### src/rtl/adder_arb_pkg.sv
// Shared constants and width helpers for the shared-adder arbiter slice.
package adder_arb_pkg;

   // Default configuration: four requesters, 7-bit operands, strobe every 2 clocks.
   localparam int NUM_REQ_DEF = 4;
   localparam int DATA_W_DEF  = 7;
   localparam int DIV_DEF     = 2;
   localparam int SUM_W_DEF   = DATA_W_DEF + 1;

   // Width of a requester index; a single requester still needs one bit.
   function automatic int id_w(input int n);
      return (n > 1) ? $clog2(n) : 1;
   endfunction

   // Sum width: one carry bit above the operand width, so A+B never wraps.
   function automatic int sum_w(input int data_w);
      return data_w + 1;
   endfunction

endpackage

### src/rtl/adder_share_arbiter_rr_arbiter.sv
// Round-robin grant logic with its priority pointer. The pointer holds the
// index of the last requester granted; the search starts one above it.
module rr_arbiter
   import adder_arb_pkg::*;
#(
   parameter int N = NUM_REQ_DEF
) (
   input  logic                  clk,
   input  logic                  rst,
   input  logic [N-1:0]          req,
   input  logic                  en,
   input  logic                  ptr_upd,
   output logic [N-1:0]          gnt,
   output logic [id_w(N)-1:0]    gnt_idx
);

   localparam int IW = id_w(N);

   logic [IW-1:0] rr_ptr;
   int            cand;

   // Pick the first requester above rr_ptr, wrapping modulo N.
   always_comb begin
      // NOTE: every output of a combinational block gets a default first so no path leaves it unassigned (which would infer a latch).
      gnt     = '0;
      gnt_idx = '0;
      cand    = 0;
      if (en) begin
         // Walk from the farthest candidate to the nearest; the last hit wins,
         // so the nearest requester above rr_ptr ends up granted.
         for (int k = N; k >= 1; k--) begin
            cand = (int'(rr_ptr) + k) % N;
            if (req[cand]) begin
               gnt       = '0;
               gnt[cand] = 1'b1;
               gnt_idx   = IW'(cand);
            end
         end
      end
   end

   // Pointer moves only when a grant is actually taken.
   always_ff @(posedge clk) begin
      // NOTE: sequential state uses non-blocking assignments so every register samples pre-edge values.
      if (rst)
         rr_ptr <= IW'(N - 1);
      else if (ptr_upd)
         rr_ptr <= gnt_idx;
   end

endmodule

### src/rtl/adder_share_arbiter.sv
// One registered adder shared by NUM_REQ requesters. A free-running divider
// produces an issue strobe every DIV clocks; on a strobe with the result slot
// free, the round-robin arbiter grants one requester and its A+B is
// registered together with its ID on a valid/ready response port.
module adder_share_arbiter
   import adder_arb_pkg::*;
#(
   parameter int NUM_REQ = NUM_REQ_DEF,
   parameter int DATA_W  = DATA_W_DEF,
   parameter int DIV     = DIV_DEF
) (
   input  logic                          clk,
   input  logic                          rst,
   input  logic [NUM_REQ-1:0]            req_valid,
   output logic [NUM_REQ-1:0]            req_ready,
   input  logic [NUM_REQ*DATA_W-1:0]     req_a,
   input  logic [NUM_REQ*DATA_W-1:0]     req_b,
   output logic                          rsp_valid,
   input  logic                          rsp_ready,
   output logic [id_w(NUM_REQ)-1:0]      rsp_id,
   output logic [DATA_W:0]               rsp_sum,
   output logic                          busy
);

   localparam int ID_W  = id_w(NUM_REQ);
   localparam int SUM_W = sum_w(DATA_W);
   localparam int DCW   = (DIV > 1) ? $clog2(DIV) : 1;

   logic [DCW-1:0]     div_cnt;
   logic               tick;
   logic               slot_free;
   logic               grant_en;
   logic               accept;
   logic [NUM_REQ-1:0] gnt;
   logic [ID_W-1:0]    gnt_idx;
   logic [DATA_W-1:0]  a_sel;
   logic [DATA_W-1:0]  b_sel;

   // The strobe fires on the last count of each DIV-cycle period; with DIV=1
   // the counter stays at 0 and the strobe is constant.
   assign tick      = (div_cnt == DCW'(DIV - 1));
   // A held result may drain in the same cycle a new one is loaded.
   assign slot_free = !rsp_valid || rsp_ready;
   // Reset gates the grant so no handshake completes while rst is high.
   assign grant_en  = !rst && tick && slot_free;
   assign accept    = |gnt;
   assign req_ready = gnt;
   assign busy      = rsp_valid;

   rr_arbiter #(
      .N (NUM_REQ)
   ) u_arb (
      .clk     (clk),
      .rst     (rst),
      .req     (req_valid),
      .en      (grant_en),
      .ptr_upd (accept),
      .gnt     (gnt),
      .gnt_idx (gnt_idx)
   );

   // Select the granted requester's operands from the packed buses.
   always_comb begin
      a_sel = req_a[int'(gnt_idx)*DATA_W +: DATA_W];
      b_sel = req_b[int'(gnt_idx)*DATA_W +: DATA_W];
   end

   // Free-running issue divider, independent of traffic.
   always_ff @(posedge clk) begin
      if (rst || tick)
         div_cnt <= '0;
      else
         div_cnt <= div_cnt + DCW'(1);
   end

   // Result register: load on accept, drop valid on a drain with no refill.
   always_ff @(posedge clk) begin
      if (rst) begin
         rsp_valid <= 1'b0;
         rsp_id    <= '0;
         rsp_sum   <= '0;
      end else if (accept) begin
         rsp_valid <= 1'b1;
         rsp_id    <= gnt_idx;
         rsp_sum   <= SUM_W'(a_sel) + SUM_W'(b_sel);
      end else if (rsp_valid && rsp_ready) begin
         rsp_valid <= 1'b0;
      end
   end

endmodule

### config.mk
export PLATFORM = sky130hd
export DESIGN_NAME = adder_share_arbiter
export DESIGN_NICKNAME = d
export VERILOG_FILES = /design/src/rtl/adder_arb_pkg.sv /design/src/rtl/adder_share_arbiter_rr_arbiter.sv /design/src/rtl/adder_share_arbiter.sv
export SDC_FILE = /design/constraint.sdc
export NUM_CORES = 1
export LEC_CHECK = 0
export BUFFER_PORTS_ARGS = -buffer_cell sky130_fd_sc_hd__buf_2
export CAP_MARGIN = 25
export CORE_UTILIZATION = 50
export CTS_BUF_LIST = sky130_fd_sc_hd__clkbuf_8
export DETAILED_ROUTE_END_ITERATION = 8
export PLACE_DENSITY = 0.83
export REMOVE_ABC_BUFFERS = 1
export SYNTH_ARGS = -nofsm -noshare
export SYNTH_HDL_FRONTEND = slang
export SYNTH_HIERARCHICAL = 1
export SYNTH_SLANG_ARGS = --single-unit
export TNS_END_PERCENT = 1
### constraint.sdc
create_clock -name clk -period 4.5 [get_ports clk]
set_input_delay 0.45 -clock clk [delete_from_list [all_inputs] [get_ports clk]]
set_output_delay 0.45 -clock clk [all_outputs]
set_load 0.02 [all_outputs]
# == After elaboration in Yosys (flattened, before gate mapping) ==
# Index checks and enable logic that the tools add are counted.
# totals
regBits,14
inputBits,63
output_inout_bits,16
# op_classes
addsub,6
multipliers,1
order_cmp,8
shift,2
n_mux,32
bitwise,4
reduce_logical,17
# op_table
op,n
variable part select 28 x 32 -> 7 bit,1
variable part select 28 x 6 -> 7 bit,1
2-to-1 mux 4 bit,5
less-than comparator 3 x 4 -> 1 bit (second input constant),4
2-to-1 mux 1 bit,14
>= comparator 3 x 1 -> 1 bit (second input constant),4
2-to-1 mux 2 bit,5
adder 7 x 7 -> 8 bit,1
binary-select mux 1 bit (select 2 bit),4
demux 1 bit (select 2 bit),4
OR reduction 2 bit,4
logical AND 1 bit,7
multiplier 2 x 3 -> 5 bit (second input constant),1
adder 2 x 1 -> 2 bit (second input constant),2
adder 2 bit (second input constant),2
AND 1 bit (first input constant),4
OR reduction 4 bit,1
zero test 1 bit,2
logical OR 1 bit,2
nonzero test 2 bit,1
adder 1 bit (second input constant),1

# == Longest topological paths before layout ==
# logic_depth
word_depth,14
mapped_depth,18
depth_no_buf,14

# == By module ==
# The synthesis kept the hierarchy.
# modules_own_cells
module,instances,cells_per_inst,area_per_inst_um2,seq_area_each_um2
adder_share_arbiter,1,107,1096.1,240.2
rr_arbiter,1,94,733.2,40.0

# == Worst setup path before layout ==
# OpenSTA, ideal clock, no wires.
# synth_path
kind,register to register
startpoint,reg u_arb.rr_ptr[0]
endpoint,reg rsp_sum[7]
arrival_ns,4.028
required_time_ns,4.359
slack_ns,0.331
stages_incl_launch_ff,18
n_path_buf,5
period_less_slack_ns,4.169
path_cell_list,dfxtp_1 buf_6 buf_2 inv_1 ha_1 buf_2 mux4_1 nor2b_1 o2111ai_1 nand2_1 buf_4 buf_2 mux4_2 ha_1 and3_1 a221o_1 o21ai_0 a221oi_1
# synth_lines
element,line,source
start: declaration,adder_share_arbiter_rr_arbiter.sv:19,logic [IW-1:0] rr_ptr;
start signal: assignment,adder_share_arbiter_rr_arbiter.sv:46,rr_ptr <= IW'(N - 1);
start signal: assignment,adder_share_arbiter_rr_arbiter.sv:48,rr_ptr <= gnt_idx;
adder 2 x 1 -> 2 bit,adder_share_arbiter_rr_arbiter.sv:32,cand = (int'(rr_ptr) + k) % N;
binary-select mux 1 bit (select 2 bit),adder_share_arbiter_rr_arbiter.sv:33,if (req[cand]) begin
2-to-1 mux 1 bit (implied by the code) (2 in a row),adder_share_arbiter_rr_arbiter.sv:33,
2-to-1 mux 2 bit (3 in a row),adder_share_arbiter_rr_arbiter.sv:33,
2-to-1 mux 2 bit *,adder_share_arbiter_rr_arbiter.sv:33,
2-to-1 mux 2 bit *,adder_share_arbiter_rr_arbiter.sv:28,if (en) begin
via gnt_idx[0],adder_share_arbiter.sv:35,logic [ID_W-1:0] gnt_idx;
multiplier 2 x 3 -> 5 bit *,"adder_share_arbiter.sv:64, adder_share_arbiter.sv:65",
variable part select 28 x 32 -> 7 bit / variable part select 28 x 6 -> 7 bit (equally long branches),"adder_share_arbiter.sv:64, adder_share_arbiter.sv:65",
adder 7 x 7 -> 8 bit *,adder_share_arbiter.sv:85,rsp_sum <= SUM_W'(a_sel) + SUM_W'(b_sel);
end signal: assignment,adder_share_arbiter.sv:85,
end: declaration,adder_share_arbiter.sv:21,"output logic [DATA_W:0] rsp_sum,"
# The timed path passes the listed nets; every way through them passes the cells marked *. The select of a mux whose other input is x is not followed.
# A chain may end at the register's enable or synchronous reset.

# == Worst setup path in the final report ==
# Same ends and word-level chain as after synthesis.

==> reports/qor.log <==
[grt] largest net degree at the start of global routing 20
[sta] clk_skew 0.00208 ns
[sta] pins over their slew limit 0
[synth] primary flip-flop cell chosen by synthesis mapping sky130_fd_sc_hd__dfxtp_1
[synth] share of Yosys cell area claimed by the top area cell type 19.7%
[die] vertical die dimension 62.5 um
[cts] worst-skew pair later-pin latency 0.24 ns
[grt] global-route wire length before repair 7800 um
[placement] DP Wirelength 3530 um
[route] Pre-antenna DRT Iters 4
[synth] dominant cells by area after synthesis sky130_fd_sc_hd__mux4_2 20%, sky130_fd_sc_hd__dfxtp_1 15%, sky130_fd_sc_hd__ha_1 8.9%, sky130_fd_sc_hd__nand2_1 5.1%, sky130_fd_sc_hd__mux2i_1 3.3%
[placement] Setup Slack @ Placement 0.604 ns
[die] ports placed on the boundary 79
[die] total die area 3900 sq um
[route] Final Routed Wirelength 4470 um
[synth] gate count of the mapped netlist 201
[critical_path] Worst EP arrival 4.04 ns
[sta] period utilization 87.2%
[route] Via density 5.89
[layout] layout cell share with drive strength beyond 1 40.9%
[cts] post-CTS setup-driven buffer insertion count 0
[cts] clk slew on worst S/H paths 0.06 ns
[synth] part of the Yosys area used for sequential elements 15.3%
[critical_path] cell type of the slowest stage on the worst timing path sky130_fd_sc_hd__mux4_1
[route] final antenna-violating net count 0
[critical_path] Worst R2R Setup Slack 0.58 ns
[cts] CTS Buffer Depth 2
[cts] clock buffers created by TritonCTS 3
[placement] number of buffer cells added on primary ports 78
[power_and_ir_drop] Power Density 469 nW/um^2
[critical_path] number of cell instances on the worst register-to-register path 12
[layout] area of all placed cells without fillers 2300 sq um
[synth] cell with the most instances after synthesis sky130_fd_sc_hd__nand2_1
[grt] number of antenna violations at the first check in global routing 0
[critical_path] start of the worst register-to-register path u_arb/rr_ptr[0]$_SDFFE_PP1P_
[cts] cts hold-fix bufs 0
[synth] synthesized area divided by synthesized cell count 9.10 sq um
[cts] number of H-tree levels 1
[min_path] Worst Hold Launch rsp_sum[3]$_SDFFE_PP0P_
[critical_path] top fanout value on the critical path 15
[sta] least setup slack across all paths after layout 0.577 ns
[placement] placed standard-cell area 2250 sq um
[sta] final period demand of the worst path 3.92 ns
[critical_path] peak per-stage delay on the critical path 0.57 ns
[die] Placeable Area 3420 sq um
[sta] total negative slack for setup checks 0 ns
[cts] clock sinks 14
[min_path] classification of the worst-slack hold path reg2reg
[critical_path] most numerous cell on the critical path sky130_fd_sc_hd__buf_4
[grt] All-Layer GR Usage 24.5%
[layout] post-layout net count 354
[grt] GR Overflow Total 0
[sta] Max transition margin 57.5%
[die] effective utilization at floorplan 53.6%
[critical_path] type of the setup path with the least slack reg2reg
[sta] Least-Margin Pin Slew 0.637 ns
[synth] number of synthesized flops with an enable pin 0
[synth] mapped cell area 1830 sq um
[synth] total of warnings raised by yosys 6
[power_and_ir_drop] static power due to leakage 0.00105 uW
[sta] fmax 255 MHz
[layout] number of inserted diodes 0
[synth] post-synth cell types 49
[critical_path] Top delay family on crit path multiplexers
[grt] number of global-route vias before repair 1,898
[die] number of placement rows 21
[synth] share of async-settable or async-resettable flops after synthesis 0%
[power_and_ir_drop] Final Total Pwr 1080 uW
[job] number of violations of the max-capacitance limit 0
[status] result of the run completed
[placement] weighted congestion reported at the end of routability-driven placement 0.881
[cts] count of cells resized by post-cts repair 0
[route] vias after detailed routing 1,897
[synth] post-synth top area cell sky130_fd_sc_hd__mux4_2
[layout] area added between synthesis and finish 25.9%
[synth] number of synthesized register bits 14
[min_path] hold path depth 2
[critical_path] list of cells traversed by the critical path buf_4 > mux4_1 > nor2b_1 > o2111ai_1 > nand2_1 > buf_4 > mux4_2 > ha_1 > and3_1 > a221o_1 > o21ai_0 > a221oi_1
[sta] final hold violation count 0
[cts] CTS tree built
[min_path] hold worst-path end rsp_sum[3]$_SDFFE_PP0P_
[sta] unrepaired setup endpoints after global routing no
[critical_path] RR Endpoint rsp_sum[7]$_SDFFE_PP0P_
[sta] final setup vio count 0
[critical_path] Setup crit start kind register
[critical_path] type of element capturing the critical path register
[route] iteration-0 DRC count of the detailed router 245
[route] DRC 0
[synth] commonest cells in the synthesized netlist 25 x sky130_fd_sc_hd__nand2_1, 16 x sky130_fd_sc_hd__mux4_2, 14 x sky130_fd_sc_hd__dfxtp_1
[die] die width 62.5 um
[route] routed len/inst 13.9 um
[power_and_ir_drop] largest vdd supply drop 0.236 mV
[critical_path] Crit path required time 4.62 ns
[cts] Clk Tree Root Cell sky130_fd_sc_hd__clkbuf_8
[critical_path] number of buffers and inverters on the critical path 2
per-stage QoR:
step / hold WS (ns) / utilization, % / instances
floorplan: 0.381 / - / 186
global placement: 0.393 / 65.8 / 318
detailed placement: 0.433 / 65.8 / 318
CTS: 0.441 / 67.4 / 322
global route: 0.471 / 67.4 / 322
finish: 0.452 / 67.4 / 322
state kept, by name (all words and copies together), names as in the netlist:
name          count
rsp_sum           8
rsp_id            2
u_arb/rr_ptr      2
busy              1
div_cnt           1
where the power goes:
group,switching (uW),internal (uW)
registers,23.4,161
clock network,43.6,77.4
logic,437,338
final cells by class:
type / instances / area, sq um
fillers: 290 / 1110
flip-flops and latches: 14 / 280
clock buffers: 4 / 55.1
inverters: 13 / 48.8
multi-input cells: 159 / 1410
well taps: 46 / 57.6
repair buffers: 86 / 450
kinds of logic after synthesis:
| family | count (synthesis) | share of synthesized area, % |
|---|---|---|
| DFF | 14 | 15.3 |
| muxes | 26 | 27.1 |
| and+or+nand+nor | 64 | 18.5 |
| AOI/OAI and AO/OA | 54 | 21.0 |
| buffers and inverters | 28 | 7.59 |
| xor gates and xnor gates | 1 | 0.479 |
| adders and majority gates | 14 | 9.99 |
per-layer routing:
layer | track usage [%] | wire [um]
met1 | 29.6 | 1880
met2 | 43.3 | 2360
met3 | 2.37 | 201
met4 | 11.3 | 33
met5 | 0 | 0
worst max path at each step:
stage,to,slack [ns],from,cells after the start
2_1_floorplan,rsp_sum[4]$_SDFFE_PP0P_,-0.01,u_arb/rr_ptr[0]$_SDFFE_PP1P_,14
3_3_place_gp,rsp_sum[7]$_SDFFE_PP0P_,0.68,req_valid[1],12
3_5_place_dp,rsp_sum[7]$_SDFFE_PP0P_,0.60,u_arb/rr_ptr[0]$_SDFFE_PP1P_,13
4_1_cts,rsp_sum[7]$_SDFFE_PP0P_,0.59,u_arb/rr_ptr[0]$_SDFFE_PP1P_,13
5_1_grt,rsp_sum[4]$_SDFFE_PP0P_,0.29,u_arb/rr_ptr[0]$_SDFFE_PP1P_,15
6_report,rsp_sum[7]$_SDFFE_PP0P_,0.58,u_arb/rr_ptr[0]$_SDFFE_PP1P_,12
worst register-to-register path: stages, from the launching register on:
cell and delay, ns:
sky130_fd_sc_hd__dfxtp_1 0.48, sky130_fd_sc_hd__buf_4 0.27, sky130_fd_sc_hd__mux4_1 0.57, sky130_fd_sc_hd__nor2b_1 0.15, sky130_fd_sc_hd__o2111ai_1 0.15, sky130_fd_sc_hd__nand2_1 0.09
sky130_fd_sc_hd__buf_4 0.28, sky130_fd_sc_hd__mux4_2 0.55, sky130_fd_sc_hd__ha_1 0.39, sky130_fd_sc_hd__and3_1 0.22, sky130_fd_sc_hd__a221o_1 0.35, sky130_fd_sc_hd__o21ai_0 0.20
sky130_fd_sc_hd__a221oi_1 0.11
layout by cell type (no fill, tap or decap), types with 4 or more instances in the layout:
master,instances
sky130_fd_sc_hd__inv_1,12
sky130_fd_sc_hd__nand2b_1,5
sky130_fd_sc_hd__o21a_1,4
sky130_fd_sc_hd__o21ai_0,4
sky130_fd_sc_hd__nor2_1,4
sky130_fd_sc_hd__nand3b_1,4
sky130_fd_sc_hd__a221oi_1,4
sky130_fd_sc_hd__dfxtp_1,14
sky130_fd_sc_hd__nor2b_1,4
sky130_fd_sc_hd__ha_1,13
sky130_fd_sc_hd__buf_2,78
sky130_fd_sc_hd__clkbuf_8,4
sky130_fd_sc_hd__buf_4,8
sky130_fd_sc_hd__mux4_2,16
sky130_fd_sc_hd__a21oi_1,11
sky130_fd_sc_hd__nor3_1,4
sky130_fd_sc_hd__o22ai_1,5
sky130_fd_sc_hd__o21ai_1,5
sky130_fd_sc_hd__nand3_1,9
sky130_fd_sc_hd__nand2_1,25
sky130_fd_sc_hd__mux2i_1,6
Note: power is estimated with default switching activity, not from simulation.
